File: src/rtl/bp_update_scheduler_pkg.sv
// Shared definitions for the branch-predictor update scheduler.
// Contents: scheduler state encoding, 2-bit counter constants, default widths
// and the saturating counter step used for read-modify-write PT updates.
package bp_update_scheduler_pkg;

  typedef enum logic [1:0] {
    ST_INIT = 2'd0,
    ST_IDLE = 2'd1,
    ST_CAP  = 2'd2,
    ST_WR   = 2'd3
  } sched_state_t;

  localparam logic [1:0] PT_INIT = 2'b01;
  localparam logic [1:0] PT_MAX  = 2'b11;
  localparam logic [1:0] PT_MIN  = 2'b00;

  localparam int unsigned DEF_PT_INDEX_BITS  = 8;
  localparam int unsigned DEF_BTB_INDEX_BITS = 4;
  localparam int unsigned DEF_TAG_BITS       = 26;
  localparam int unsigned DEF_DBITS          = 32;
  localparam int unsigned DEF_BHR_BITS       = 8;
  localparam int unsigned DEF_QDEPTH         = 4;

  function automatic logic [1:0] pt_next(input logic [1:0] cur, input logic taken);
    if (taken) return (cur == PT_MAX) ? PT_MAX : cur + 2'd1;
    else       return (cur == PT_MIN) ? PT_MIN : cur - 2'd1;
  endfunction

endpackage

File: src/rtl/bp_update_fifo.sv
// Synchronous FIFO holding resolved-branch updates awaiting a PT/BTB write.
// Ports: clk, reset (async, active-high), i_push/i_wdata (write side),
// i_pop/o_rdata (head is visible combinationally), o_full, o_empty.
// DEPTH must be a power of two, at least 2. Push when full and pop when
// empty are ignored.
module bp_update_fifo #(
  parameter int unsigned WIDTH = 8,
  parameter int unsigned DEPTH = 4
) (
  input  logic             clk,
  input  logic             reset,
  input  logic             i_push,
  input  logic [WIDTH-1:0] i_wdata,
  input  logic             i_pop,
  output logic [WIDTH-1:0] o_rdata,
  output logic             o_full,
  output logic             o_empty
);

  localparam int unsigned AW = $clog2(DEPTH);

  logic [WIDTH-1:0] r_mem [DEPTH];
  logic [AW-1:0]    r_wptr;
  logic [AW-1:0]    r_rptr;
  logic [AW:0]      r_count;
  logic             w_push;
  logic             w_pop;

  assign o_full  = (r_count == (AW+1)'(DEPTH));
  assign o_empty = (r_count == '0);
  assign w_push  = i_push && !o_full;
  assign w_pop   = i_pop && !o_empty;
  assign o_rdata = r_mem[r_rptr];

  always_ff @(posedge clk) begin
    if (w_push) r_mem[r_wptr] <= i_wdata;
  end

  always_ff @(posedge clk or posedge reset) begin
    if (reset) begin
      r_wptr  <= '0;
      r_rptr  <= '0;
      r_count <= '0;
    end else begin
      if (w_push) r_wptr <= r_wptr + AW'(1);
      if (w_pop)  r_rptr <= r_rptr + AW'(1);
      case ({w_push, w_pop})
        2'b10:   r_count <= r_count + (AW+1)'(1);
        2'b01:   r_count <= r_count - (AW+1)'(1);
        default: r_count <= r_count;
      endcase
    end
  end

endmodule

File: src/rtl/bp_update_scheduler.sv
// Branch-predictor update scheduler: sequences every write into the PT
// (2-bit counters), the BTB tag/target arrays and the BHR.
// Ports:
//   clk, reset                      clock, async active-high reset
//   upd_valid/upd_ready, upd_*      resolved-branch push from execute
//   fe_rd_req                       fetch owns the shared table port
//   init_done                       tables swept, fetch may look up
//   bhr                             branch history
//   pt_re/pt_addr/pt_rdata          PT synchronous read
//   pt_we/pt_wdata                  PT write
//   btb_we/btb_addr/btb_tag/btb_value BTB write
// Optional: define BP_SCHED_STATS_EN to add stat_updates / stat_conflicts.
module bp_update_scheduler
  import bp_update_scheduler_pkg::*;
#(
  parameter int unsigned PT_INDEX_BITS  = DEF_PT_INDEX_BITS,
  parameter int unsigned BTB_INDEX_BITS = DEF_BTB_INDEX_BITS,
  parameter int unsigned TAG_BITS       = DEF_TAG_BITS,
  parameter int unsigned DBITS          = DEF_DBITS,
  parameter int unsigned BHR_BITS       = DEF_BHR_BITS,
  parameter int unsigned QDEPTH         = DEF_QDEPTH
) (
  input  logic                      clk,
  input  logic                      reset,
  input  logic                      upd_valid,
  output logic                      upd_ready,
  input  logic [PT_INDEX_BITS-1:0]  upd_pt_idx,
  input  logic [BTB_INDEX_BITS-1:0] upd_btb_idx,
  input  logic [TAG_BITS-1:0]       upd_tag,
  input  logic [DBITS-1:0]          upd_target,
  input  logic                      upd_taken,
  input  logic                      fe_rd_req,
  output logic                      init_done,
  output logic [BHR_BITS-1:0]       bhr,
  output logic                      pt_re,
  output logic [PT_INDEX_BITS-1:0]  pt_addr,
  input  logic [1:0]                pt_rdata,
  output logic                      pt_we,
  output logic [1:0]                pt_wdata,
  output logic                      btb_we,
  output logic [BTB_INDEX_BITS-1:0] btb_addr,
  output logic [TAG_BITS-1:0]       btb_tag,
  output logic [DBITS-1:0]          btb_value
`ifdef BP_SCHED_STATS_EN
  ,
  output logic [31:0]               stat_updates,
  output logic [31:0]               stat_conflicts
`endif
);

  // FIFO entry layout, LSB first: taken, target, tag, btb_idx, pt_idx
  localparam int unsigned OFF_TGT = 1;
  localparam int unsigned OFF_TAG = OFF_TGT + DBITS;
  localparam int unsigned OFF_BTB = OFF_TAG + TAG_BITS;
  localparam int unsigned OFF_PT  = OFF_BTB + BTB_INDEX_BITS;
  localparam int unsigned EW      = OFF_PT + PT_INDEX_BITS;

  sched_state_t             r_state;
  logic [PT_INDEX_BITS-1:0] r_sweep;
  logic                     r_init_done;
  logic [BHR_BITS-1:0]      r_bhr;
  logic [1:0]               r_cnt;

  logic [EW-1:0]             w_wdata;
  logic [EW-1:0]             w_head;
  logic                      w_full;
  logic                      w_empty;
  logic                      w_push;
  logic                      w_pop;
  logic                      w_head_taken;
  logic [DBITS-1:0]          w_head_tgt;
  logic [TAG_BITS-1:0]       w_head_tag;
  logic [BTB_INDEX_BITS-1:0] w_head_btb;
  logic [PT_INDEX_BITS-1:0]  w_head_pt;

  assign w_wdata      = {upd_pt_idx, upd_btb_idx, upd_tag, upd_target, upd_taken};
  assign w_head_taken = w_head[0];
  assign w_head_tgt   = w_head[OFF_TGT +: DBITS];
  assign w_head_tag   = w_head[OFF_TAG +: TAG_BITS];
  assign w_head_btb   = w_head[OFF_BTB +: BTB_INDEX_BITS];
  assign w_head_pt    = w_head[OFF_PT +: PT_INDEX_BITS];

  assign upd_ready = r_init_done && !w_full;
  assign w_push    = upd_valid && upd_ready;
  assign w_pop     = (r_state == ST_WR) && !fe_rd_req;
  assign init_done = r_init_done;
  assign bhr       = r_bhr;

  bp_update_fifo #(
    .WIDTH (EW),
    .DEPTH (QDEPTH)
  ) u_fifo (
    .clk     (clk),
    .reset   (reset),
    .i_push  (w_push),
    .i_wdata (w_wdata),
    .i_pop   (w_pop),
    .o_rdata (w_head),
    .o_full  (w_full),
    .o_empty (w_empty)
  );

  always_ff @(posedge clk or posedge reset) begin
    if (reset) begin
      r_state     <= ST_INIT;
      r_sweep     <= '0;
      r_init_done <= 1'b0;
      r_cnt       <= '0;
    end else begin
      case (r_state)
        ST_INIT: begin
          r_sweep <= r_sweep + PT_INDEX_BITS'(1);
          if (r_sweep == '1) begin
            r_state     <= ST_IDLE;
            r_init_done <= 1'b1;
          end
        end
        ST_IDLE: if (!w_empty && !fe_rd_req) r_state <= ST_CAP;
        ST_CAP: begin
          r_cnt   <= pt_next(pt_rdata, w_head_taken);
          r_state <= ST_WR;
        end
        ST_WR:   if (!fe_rd_req) r_state <= ST_IDLE;
        default: r_state <= ST_INIT;
      endcase
    end
  end

  always_ff @(posedge clk or posedge reset) begin
    if (reset)       r_bhr <= '0;
    else if (w_push) r_bhr <= {r_bhr[BHR_BITS-2:0], upd_taken};
  end

  // Reset state is INIT, whose decode would write; gating on reset keeps
  // every enable and bus at 0 while reset is held.
  always_comb begin
    pt_re     = 1'b0;
    pt_we     = 1'b0;
    pt_addr   = '0;
    pt_wdata  = '0;
    btb_we    = 1'b0;
    btb_addr  = '0;
    btb_tag   = '0;
    btb_value = '0;
    if (!reset) begin
      case (r_state)
        ST_INIT: begin
          pt_we    = 1'b1;
          pt_addr  = r_sweep;
          pt_wdata = PT_INIT;
          // BTB is smaller than PT; only the low part of the sweep hits it
          btb_we   = ((r_sweep >> BTB_INDEX_BITS) == '0);
          btb_addr = r_sweep[BTB_INDEX_BITS-1:0];
        end
        ST_IDLE: begin
          if (!w_empty && !fe_rd_req) begin
            pt_re   = 1'b1;
            pt_addr = w_head_pt;
          end
        end
        ST_WR: begin
          if (!fe_rd_req) begin
            pt_we    = 1'b1;
            pt_addr  = w_head_pt;
            pt_wdata = r_cnt;
            if (w_head_taken) begin
              btb_we    = 1'b1;
              btb_addr  = w_head_btb;
              btb_tag   = w_head_tag;
              btb_value = w_head_tgt;
            end
          end
        end
        default: ;
      endcase
    end
  end

`ifdef BP_SCHED_STATS_EN
  logic [31:0] r_stat_updates;
  logic [31:0] r_stat_conflicts;

  always_ff @(posedge clk or posedge reset) begin
    if (reset) begin
      r_stat_updates   <= '0;
      r_stat_conflicts <= '0;
    end else begin
      if (w_pop) r_stat_updates <= r_stat_updates + 32'd1;
      if (fe_rd_req && (((r_state == ST_IDLE) && !w_empty) || (r_state == ST_WR)))
        r_stat_conflicts <= r_stat_conflicts + 32'd1;
    end
  end

  assign stat_updates   = r_stat_updates;
  assign stat_conflicts = r_stat_conflicts;
`endif

endmodule

File: config.mk
export PLATFORM = sky130hd
export DESIGN_NAME = bp_update_scheduler
export DESIGN_NICKNAME = d
export VERILOG_FILES = /design/src/rtl/bp_update_scheduler_pkg.sv /design/src/rtl/bp_update_fifo.sv /design/src/rtl/bp_update_scheduler.sv
export SDC_FILE = /design/constraint.sdc
export NUM_CORES = 1
export LEC_CHECK = 0
export ABC_AREA = 1
export CAP_MARGIN = 20
export CORE_MARGIN = 8
export CORE_UTILIZATION = 49
export DETAILED_ROUTE_END_ITERATION = 10
export PLACE_DENSITY = 0.71
export SYNTH_ARGS = -nofsm -noshare
export SYNTH_HDL_FRONTEND = slang
export SYNTH_HIERARCHICAL = 1
export SYNTH_SLANG_ARGS = --single-unit
File: constraint.sdc
create_clock -name clk -period 8.9 [get_ports clk]
set_input_delay 0.89 -clock clk [delete_from_list [all_inputs] [get_ports clk]]
set_output_delay 0.89 -clock clk [all_outputs]
set_load 0.05 [all_outputs]
==> results.md, run 1 <==
- Internal: 2.345 mW
- Routed Antenna Nets: 0
- Crit Path Max Fanout: 58
- I/O pin cnt: 162
- Reg power frac: 0.555
- Pre-CTS setup slack: 3974 ps
- Initial antenna violation count: 0
- Worst endpoint required time: 8010 ps
- Reg2reg path depth: 9
- # clock sinks: 312
- Cell Chain, Critical Path: clkdlybuf4s50_1, inv_1, nand2_4, nor2_1, clkdlybuf4s50_1
- Setup-failing EPs final: 0
- Reg clk slew, reported paths: 60 ps
- Worst Tran Pin Value: 1068 ps
- Iteration-0 DRC Markers: 577
- Psw: 0.5326 mW
- Setup CP Type: input port to output port
- Max Cap Viol: 0
- DR WL/cell: 15.40 microns
- Most frequent cells in the layout: 286 x nand2_1, 284 x edfxtp_1, 248 x inv_1, 161 x clkdlybuf4s50_1, 145 x o211ai_1
- Leading area contributor after synthesis: edfxtp_1
- Post_cts resized: 0
- Status: completed
- Area growth from synthesis to layout: 19.36%
- Final setup margin: 4041 ps
- Vias: 8542
- Largest net degree at the start of global routing: 192
- Proportion of synthesized area in mux cells: 0
- Yosys top cell area share: 0.6179
- Post-synth cell types: 28
- Slowest cell on the critical path: clkdlybuf4s50_1
- Setup TNS: 0 ps
- Starting Density: 0.4968
- Post-cts hold buffer count: 0
- Pre-antenna DRT Iters: 4
- Worst skew pair latency: 560 ps
- Post CTS Setup Buffer Count: 0
- Average size of a mapped cell: 11.45 sq um
- Vias in the first global route: 8337
- Min-Delay Path Class: flip-flop to flip-flop
- Sw Ratio: 0.1851
- Synth Area in Adders: 0.01233
- Relative slew slack: 0.2862
- Post-Syn Instances: 1205
- Final hold slack: 473.0 ps
- Crit path DAT: 3970 ps
- Worst setup SP type: input port
- VDD IR max: 0.1579 mV
- Layout cells sized above 1: 0.06323
- CP bufs+invs: 3
- Number of register bits inferred by synthesis: 312
- Mapped Area: 0.01380 sq mm
- Crit-path most repeated cell: clkdlybuf4s50_1
- Largest family of logic cells by synthesized area: simple AND/OR/NAND/NOR gates
- DR vias/cell: 4.870
- Most used DFF post-synth: edfxtp_1
- Leakage: 6.857 nW
- Setup Skew: 25.31 ps
- Comb power frac: 0.021
- Max H-tree Level: 1
- Number of synthesized flops with an enable pin: 284
- FP Rows: 61
- CORE AREA: 0.02778 sq mm
- Nets: 1442
- Fill cell count: 2268
- Die area: 0.03379 sq mm
- Family with the most delay on the worst path: buffers and inverters
- Pwr per Cell Area: 174.6 mW/mm^2
- Remaining routing DRC violations: 0
- GRT Overall Usage: 0.1590
- CTS tree: done
- Compound-Gate Fraction of Synth Area: 0.08685
- Wirelength, routed: 27.02 mm
- Synth area leaders: edfxtp_1 62%, o211ai_1 7.9%, nand2_1 7.8%
- Final period utilization: 0.5459
- Die H: 183.8 microns
- Final Wtd Congestion: 0.8216
- Yosys warnings: 6
- Global route overflow: 0
- RSZ-0062 raised after global routing: no
- FMAX: 205.8 MHz
- Register area share after synthesis: 0.6687
- CTS root buf: clkbuf_16
- Xor-xnor portion of the synthesized cell area: 0.003807
- Die X: 183.8 microns
- Max clock buf depth: 3
- Endpoints failing hold: 0
- Commonest non-fill, non-tap cell in the layout: nand2_1
- Levels on crit path: 5
- CP endpoint kind: output port
- Max-slew violations: 0
- Hpwl dp: 16.39 mm
- First-pass GRT wire length: 43.14 mm
- Ant diodes: 0
- Ys async rst share: 0.08974
- Final worst path period need: 4859 ps
- CTS buffer count: 31
- Synth Area in Simple Gates: 0.1239
- Synth Net Count: 1295
- Slowest cell delay on critical path: 850 ps
- Clock Power Share: 0.423
- Port Buffers: 161
- Worst Hold Path Cells: 1
power groups by stage:
stage	logic [mW]	registers, mW	clock network [mW]
after detailed placement	0.0615	1.63	0
after CTS	0.0618	1.60	1.25
after floorplan	0.00985	1.63	0
after global routing	0.0662	1.60	1.31
after global placement	0.0598	1.63	0
final	0.0611	1.60	1.22
state kept, by name (all words and copies together), names as in the netlist:
name	cells
r_cnt	2
u_fifo/r_mem	284
u_fifo/r_rptr	2
u_fifo/r_wptr	2
init_done	1
r_sweep	8
bhr	8
r_state	2
u_fifo/r_count	3
layer usage:
| layer | global-route usage | up-vias | routed length [microns] |
|---|---|---|---|
| met4 | 0.03614 | 0 | 519 |
| li1 | - | 4300 | - |
| met5 | 0 | - | 0 |
| met1 | 0.2049 | 4004 | 11980 |
| met3 | 0.02984 | 37 | 1547 |
| met2 | 0.2758 | 201 | 12970 |
worst reg2reg max path, delay by kind of cell (launching register included):
kind | cells | cell delay, ps
AND/OR/NAND/NOR | 5 | 1800
buffers and inverters | 4 | 1140
flip-flops | 1 | 360
per-stage QoR:
stage          cells  total power [mW]    util  cell area [sq um]
2_1_floorplan   1205             1.639       -              13800
3_3_place_gp    1697             1.688  0.5583              15510
3_5_place_dp    1697             1.690  0.5583              15510
4_1_cts         1754             2.907  0.5930              16470
5_1_grt         1754             2.970  0.5930              16470
6_report        1754             2.877  0.5930              16470
cell usage after synthesis, types with 5 or more instances:
master,number
dfrtp_1,28
inv_1,248
o211ai_1,145
o21ai_0,13
buf_2,18
a21oi_1,6
xor2_1,5
nor2_4,21
nand3_1,31
nand2_1,286
nor2_1,51
clkbuf_1,6
edfxtp_1,284
buf_6,29
ha_1,12
path summary, 6_finish.rpt:
kind                                               startpoint                             to  slack, ps
worst max-delay path                                    reset                   btb_value[4]       4040
worst min-delay path            u_fifo/r_count[0]$_DFFE_PP0P_  u_fifo/r_count[0]$_DFFE_PP0P_        470
worst max register to register  u_fifo/r_count[1]$_DFFE_PP0P_  u_fifo/r_mem[1][63]$_DFFE_PP_       5220
worst min register to register  u_fifo/r_count[0]$_DFFE_PP0P_  u_fifo/r_count[0]$_DFFE_PP0P_        470
max in group asynchronous                               reset          init_done$_DFFE_PP0P_       7420
min in group asynchronous                               reset   u_fifo/r_rptr[0]$_DFFE_PP0P_        730
cells by family after synthesis:
logic type,count (synthesis)
AND/OR/NAND/NOR,398
adder cells (fa/ha/maj),13
XOR/XNOR,6
buffers and inverters,310
AO/OA/AOI/OAI,166
flip-flops,312
cell type report:
cell class,count,area [sq um],share of cell area
multi-input cells,583,3167,0.1922
clock buffers,43,840.8,0.05104
repair buffers,170,1679,0.1019
inverters,254,962.2,0.05840
clock inverters,14,122.6,0.007443
well taps,378,473.0,0.02871
flip-flops and latches,312,9230,0.5603
No activity file was read; power rests on OpenSTA's default activity.
==> run 2: changes to the inputs <==
--- a/config.mk
+++ b/config.mk
@@ -10,7 +10,7 @@
 export CORE_MARGIN = 8
 export CORE_UTILIZATION = 49
 export DETAILED_ROUTE_END_ITERATION = 10
-export PLACE_DENSITY = 0.71
+export PLACE_DENSITY = 0.74
 export SYNTH_ARGS = -nofsm -noshare
 export SYNTH_HDL_FRONTEND = slang
 export SYNTH_HIERARCHICAL = 1
==> constraint.sdc (replaced) <==
create_clock -name clk -period 3.95 [get_ports clk]
set_input_delay 0.395 -clock clk [delete_from_list [all_inputs] [get_ports clk]]
set_output_delay 0.395 -clock clk [all_outputs]
set_load 0.05 [all_outputs]
==> results.md, run 2 (synthesis gave the netlist of run 1 again) <==
- Post_cts resized: 0
- Max clock buf depth: 3
- R2R setup slack: 1050 ps
- Comb power frac: 0.020
- FP Rows: 61
- Pre-CTS setup slack: 1035 ps
- CTS buffer count: 34
- CTS tree: done
- Worst setup SP type: flip-flop
- Setup Skew: 16.66 ps
- Final setup margin: 583.3 ps
- Placed cell count: 1707
- FF-to-FF Start: u_fifo/r_count[0]$_DFFE_PP0P_
- Starting Density: 0.4968
- Status: completed
- DR WL/cell: 15.97 microns
- Largest register FFs: 284
- CP endpoint kind: output port
- Fill cell count: 2143
- Largest net degree at the start of global routing: 182
- Iteration-0 DRC Markers: 551
- Max H-tree Level: 2
- Crit Path Max Fanout: 14
- Remaining routing DRC violations: 0
- Max-slew violations: 0
- Psw: 1.246 mW
- RSZ-0062 raised after global routing: no
- Reg2reg path depth: 14
- Clock Power Share: 0.460
- Pwr per Cell Area: 396.6 mW/mm^2
- Non-Filler Instances: 1768
- Post-cts hold buffer count: 0
- Nets: 1455
- Final worst path period need: 3367 ps
- Crit Reg-Reg Endpoint: u_fifo/r_count[2]$_DFFE_PP0P_
- Pre-antenna DRT Iters: 5
- Most frequent cells in the layout: 286 x nand2_1, 284 x edfxtp_1, 248 x inv_1, 145 x o211ai_1, 90 x clkdlybuf4s50_1
- FMAX: 297.0 MHz
- Area growth from synthesis to layout: 26.53%
- I/O pin cnt: 162
- Final Wtd Congestion: 0.8393
- Endpoints failing hold: 0
- Layout cells sized above 1: 0.1245
- Commonest non-fill, non-tap cell in the layout: nand2_1
- CORE AREA: 0.02778 sq mm
- # clock sinks: 312
- Crit path DAT: 2970 ps
- Sw Ratio: 0.1799
- GRT Overall Usage: 0.1670
- Worst endpoint required time: 3560 ps
- Leakage: 7.332 nW
- Final period utilization: 0.8523
- Port Buffers: 161
- Setup TNS: 0 ps
- VDD IR max: 0.3785 mV
- DR vias/cell: 4.929
- Post CTS Setup Buffer Count: 0
- Die H: 183.8 microns
- Setup CP Type: flip-flop to output port
- Max Cap Viol: 0
- Worst skew pair latency: 500 ps
- Vias: 8715
- Die X: 183.8 microns
- Reg power frac: 0.520
- Setup-failing EPs final: 0
- CTS root buf: clkbuf_16
- Ant diodes: 0
- Die area: 0.03379 sq mm
- Vias in the first global route: 8638
- Internal: 5.680 mW
- Worst Tran Pin Value: 969.8 ps
- Routed Antenna Nets: 0
- First-pass GRT wire length: 44.77 mm
- Global route overflow: 0
- Initial antenna violation count: 3
- Wirelength, routed: 28.23 mm
- Relative slew slack: 0.3535
- Min-Delay Path Class: input port to asynchronous set/reset pin
- Reg clk slew, reported paths: 60 ps
- Largest reg by FF count: u_fifo/r_mem
- Hpwl dp: 17.76 mm
==> run 2: cell type report <==
cell class	instances	area (sq um)	area share
Clock buffer	48	987.2	0.05653
Clock inverter	13	166.4	0.009529
Inverter	254	962.2	0.05510
Multi-Input combinational cell	583	3167	0.1813
Sequential cell	312	9230	0.5286
Tap cell	378	473.0	0.02708
Timing Repair Buffer	180	2477	0.1419
==> run 2: worst max path at each step <==
stage	start	end	slack, ps	cells past startpoint
CTS	u_fifo/r_rptr[0]$_DFFE_PP0P_	btb_value[18]	540	10
finish	r_state[0]$_DFFE_PP0P_	pt_wdata[0]	580	6
global route	u_fifo/r_rptr[0]$_DFFE_PP0P_	btb_value[8]	340	10
global placement	reset	pt_wdata[0]	1140	5
detailed placement	upd_valid	u_fifo/r_count[2]$_DFFE_PP0P_	1030	11
floorplan	init_done$_DFFE_PP0P_	u_fifo/r_mem[0][0]$_DFFE_PP_	-520	6
==> run 2: routing by layer <==
layer / track usage / vias to the layer above / share of wire
met5: 0 / - / 0.0012
met4: 0.04647 / 6 / 0.016
met3: 0.04012 / 44 / 0.066
met2: 0.2964 / 237 / 0.50
met1: 0.2002 / 4100 / 0.41
li1: - / 4328 / -
==> run 2: stage by stage <==
stage               utilization  power (mW)  instance area, sq um  hold slack, ps
floorplan                     -       3.693                 13810           198.4
global placement         0.5871       3.804                 16310           463.0
detailed placement       0.5871       3.809                 16310           464.8
finish                   0.6286       6.925                 17460           286.3
global route             0.6286       7.132                 17460           321.9
CTS                      0.6286       7.011                 17460           286.5
==> run 2: critical path, stage by stage (launching register included) <==
cell and delay (ps):
dfrtp_1 430, inv_1 120, ha_1 460, inv_1 250
a21oi_1 240, o21a_1 170, clkdlybuf4s50_1 800
==> run 2: power by group through the flow <==
stage | Sequential (mW) | Clock [mW] | Combinational [mW]
after floorplan | 3.67 | 0 | 0.0222
after global placement | 3.67 | 0 | 0.134
after detailed placement | 3.67 | 0 | 0.139
after CTS | 3.60 | 3.27 | 0.140
after global routing | 3.60 | 3.38 | 0.149
final | 3.60 | 3.19 | 0.139
==> RTL change 1: new RTL, settings of run 2 <==
Set the package constant `DEF_BTB_INDEX_BITS` to 3 (it was 4).
--- a/src/rtl/bp_update_scheduler_pkg.sv
+++ b/src/rtl/bp_update_scheduler_pkg.sv
@@ -15,7 +15,7 @@
   localparam logic [1:0] PT_MIN  = 2'b00;
 
   localparam int unsigned DEF_PT_INDEX_BITS  = 8;
-  localparam int unsigned DEF_BTB_INDEX_BITS = 4;
+  localparam int unsigned DEF_BTB_INDEX_BITS = 3;
   localparam int unsigned DEF_TAG_BITS       = 26;
   localparam int unsigned DEF_DBITS          = 32;
   localparam int unsigned DEF_BHR_BITS       = 8;
Ports: changed (resized btb_addr and upd_btb_idx); port bits go from 162 to 160. No check against the original RTL was run, so the function may have changed too.
==> RTL change 1 against run 2 <==
Sequential cell count is 4 lower. Design area down 3.9%. Routed wire length shrank 2.4%. Worst setup slack worse by 0.23 ns. Synthesized area up 0.42%. Via count is 2.0% lower. Total power fell by 2.8%. Global-route usage decreased by 0.46 points. First-iteration DRC count fell by 21%. Largest power group unchanged.
==> RTL change 1: results <==
[status]
run_status = "finished clean"

[yosys]
synth_compound_area_frac = 0.110
synth-adder-area-share = 0.0123
async_flop_share = 0.0909
synthXorXnorAreaFrac = 0.00379
synth_common_cells = "281 x nand2_1, 280 x edfxtp_1, 244 x inv_1, 75 x o211ai_1, 69 x o211ai_2"
synth_edf_count = 280
synth_ff_type = "edfxtp_1"
ys_top_cells_by_area = "edfxtp_1 61%, nand2_1 7.6%, inv_1 6.6%, o211ai_2 6.2%, dfrtp_1 5.1%"
synth_fp_nets = 1282
ys_seq_area_frac = 0.657
syn-instance-count = 1193
synth_cell_types = 29
synth_most_common_cell = "nand2_1"

[routing]
wl_mm = 27.5
drt_iter0_markers = 434
wire_per_inst_um = 15.8
first_pass_iters = 5

[setup_path]
cp_max_fo = 42
ff2ff_setup_slack_ns = 0.89
cpPeakStageDelay_ns = 0.83
worstSetupEndpoint = "btb_value[17]"
crit_path_start = "u_fifo/r_rptr[1]"
arrival_ns = 3.20

[place]
io_buffers = 159
post-place-ws_ns = 0.848
placedCellCount = 1689
gp_congestion = 0.787
post-dp-hpwl_mm = 17.4

[finish]
nNetsFinal = 1436
largest_reg_flops = 280
drive_gt1_frac = 0.143

[sta]
skew_ns = 0.0213
finalCritPeriodShare = 0.910
maxSlewHeadroom = 0.562

[min_path]
min_path_type = "primary input to async pin"

[power]
ir_worst_vdd_v = 0.000316

[global_routing]
grt_pass1_wl_mm = 43.9
grt_usage = 0.162
antenna_found_initial = 0
grt_pass1_vias = 8442
grt_max_degree = 121

[cts]
cts_resized = 0
clk_pin_slew_ns = 0.06
cts_made_buffers = 34
-- RTL change 1: worst max-delay path: cells and delay by family (launching register included) --
kind	cells	cell delay, ns
buffers and inverters	4	1.85
DFF	1	0.42
and+or+nand+nor	2	0.22
AOI/OAI and AO/OA	1	0.16
-- RTL change 1: area by class of cell --
| type | instances | area share |
|---|---|---|
| clock inverters | 16 | 0.0108 |
| multi-input cells | 576 | 0.207 |
| repair buffers | 174 | 0.0999 |
| clock buffers | 41 | 0.0535 |
| well taps | 378 | 0.0282 |
| flip-flops and latches | 308 | 0.543 |
| inverters | 253 | 0.0573 |
-- RTL change 1: cells by family after synthesis --
kind of cell             Yosys count
adder cells (fa/ha/maj)           13
AO/OA/AOI/OAI                    164
AND/OR/NAND/NOR                  393
flip-flops                       308
XOR/XNOR                           6
buffers and inverters            309
-- RTL change 1: power breakdown --
| part | switching (mW) | internal, mW | total, mW |
|---|---|---|---|
| Clock | 1.17 | 1.87 | 3.04 |
| Combinational | 0.0653 | 0.0737 | 0.139 |
| Sequential | 0 | 3.55 | 3.55 |
-- RTL change 1: layer usage --
metal / vias to the layer above / part of all wire / global-route usage
met5: - / 0 / 0
met4: 0 / 0.018 / 0.0471
met3: 41 / 0.054 / 0.0368
met2: 181 / 0.49 / 0.277
met1: 4055 / 0.43 / 0.205
li1: 4263 / - / -
-- RTL change 1: metrics by stage --
stage	utilization	hold WS, ns	setup TNS [ns]	area (µm²)
2_1_floorplan	-	0.198	-138.05	13900
3_3_place_gp	0.564	0.469	0	15700
3_5_place_dp	0.564	0.477	0	15700
4_1_cts	0.602	0.268	0	16800
5_1_grt	0.602	0.298	0	16800
6_report	0.602	0.274	0	16800
==> RTL change 2: new RTL, settings of run 2 <==
Without the edit above. Encoding of `sched_state_t`: now one-hot (4 bits for 4 states).
--- a/src/rtl/bp_update_scheduler_pkg.sv
+++ b/src/rtl/bp_update_scheduler_pkg.sv
@@ -3,11 +3,11 @@
 // and the saturating counter step used for read-modify-write PT updates.
 package bp_update_scheduler_pkg;
 
-  typedef enum logic [1:0] {
-    ST_INIT = 2'd0,
-    ST_IDLE = 2'd1,
-    ST_CAP  = 2'd2,
-    ST_WR   = 2'd3
+  typedef enum logic [3:0] {
+    ST_INIT = 4'b0001,
+    ST_IDLE = 4'b0010,
+    ST_CAP  = 4'b0100,
+    ST_WR   = 4'b1000
   } sched_state_t;
 
   localparam logic [1:0] PT_INIT = 2'b01;
Behaviour: same outputs for any inputs over 10 cycles, from zero or initial values and one cycle with reset high; not proved beyond that.
==> RTL change 2 against run 2 <==
Critical path depth rose by 2. Synthesized area rose by 1.4%. Die area rose by 1.2%. Worst setup slack got worse by 0.016 ns. Clock skew barely moved. Design area rose by 0.65%. Routed wire length rose by 2.2%. Sequential cell count rose by 2. Critical path type unchanged. Largest cell class unchanged. Highest routed layer unchanged.
Power is not compared: it rests on default switching activity, and its combinational part moved more than twofold at a synthesized area within 25%.
==> RTL change 2: results <==
[routing]
vias = 8997
wl_met3_mm = 1.76
wl_met1_mm = 12.2
wl_met2_mm = 14.3
wl_mm = 28.9
vias_per_cell = 4.94
drt_iter0_markers = 549

[setup_path]
ff2ff_setup_slack_ns = 1.03
cpPeakStageDelay_ns = 0.68
worstSetupEndpoint = "btb_value[20]"
cp_max_fo = 20
arrival_ns = 2.99
rr_startpoint = "u_fifo/r_count[0]"

[status]
run_status = "finished clean"

[global_routing]
grt_pass1_wl_mm = 46.4
grt_usage = 0.171
grt_pass1_vias = 9199
antenna_found_initial = 2

[finish]
drive_gt1_frac = 0.120
fillCellCount = 2232
nNetsFinal = 1495
fin_util = 0.619

[place]
placedCellCount = 1758
gp_congestion = 0.816
placed_area_um2 = 16400
post-place-ws_ns = 0.913

[sta]
hold-worst-slack_ns = 0.402
skew_ns = 0.0167
worst_pin_slew_ns = 1.09
max_freq_mhz = 296

[yosys]
syn-instance-count = 1255
ys_seq_area_frac = 0.663
ys_top_cells_by_area = "edfxtp_1 61%, nand2_1 8.4%, o211ai_1 7.6%, inv_1 6.9%, dfrtp_1 5.2%"
synth_cell_types = 29
synth_common_cells = "312 x nand2_1, 284 x edfxtp_1, 257 x inv_1, 142 x o211ai_1, 63 x nor2_1"

[cts]
cts_made_buffers = 34

[min_path]
min_path_type = "primary input to async pin"
==> RTL change 2: critical path, delay by kind of cell, from the launching register on <==
| family | cells | cell delay [ns] |
|---|---|---|
| AOI/OAI and AO/OA | 1 | 0.16 |
| buffers and inverters | 3 | 0.62 |
| DFF | 1 | 0.68 |
| and+or+nand+nor | 4 | 1.02 |
==> RTL change 2: worst min-delay path by stage <==
stage	endpoint	cells after the start
after floorplan	u_fifo/r_count[0]	1
after global placement	u_fifo/r_count[0]	1
after detailed placement	r_cnt[1]	2
after CTS	u_fifo/r_count[2]	2
after global routing	u_fifo/r_count[2]	2
final	u_fifo/r_count[2]	2
==> RTL change 2: cell type report <==
cell class	count	share of cell area
Clock buffer	47	0.0530
Timing Repair Buffer	178	0.138
Tap cell	384	0.0273
Sequential cell	314	0.528
Inverter	264	0.0569
Multi-Input combinational cell	619	0.186
Antenna cell	2	0.000285
Clock inverter	12	0.0112
==> RTL change 2: metal layers <==
metal / vias up / track usage
met3: 42 / 0.0365
met5: - / 0
li1: 4478 / -
met4: 2 / 0.0499
met1: 4268 / 0.210
met2: 207 / 0.299
==> RTL change 2: power breakdown <==
part	internal, mW	leakage [nW]	switching (mW)
sequential	3.66	2.93	0.0500
clock	1.98	0.545	1.20
combinational	0.242	4.00	0.389
total	5.88	7.47	1.64
==> RTL change 2: logic make-up after synthesis <==
family                   count (synthesis)  share of synthesized area
adder cells (fa/ha/maj)                  7                    0.00680
buffers and inverters                  322                      0.106
AND/OR/NAND/NOR                        442                      0.137
flip-flops                             314                      0.663
XOR/XNOR                                 5                    0.00313
AO/OA/AOI/OAI                          165                     0.0844
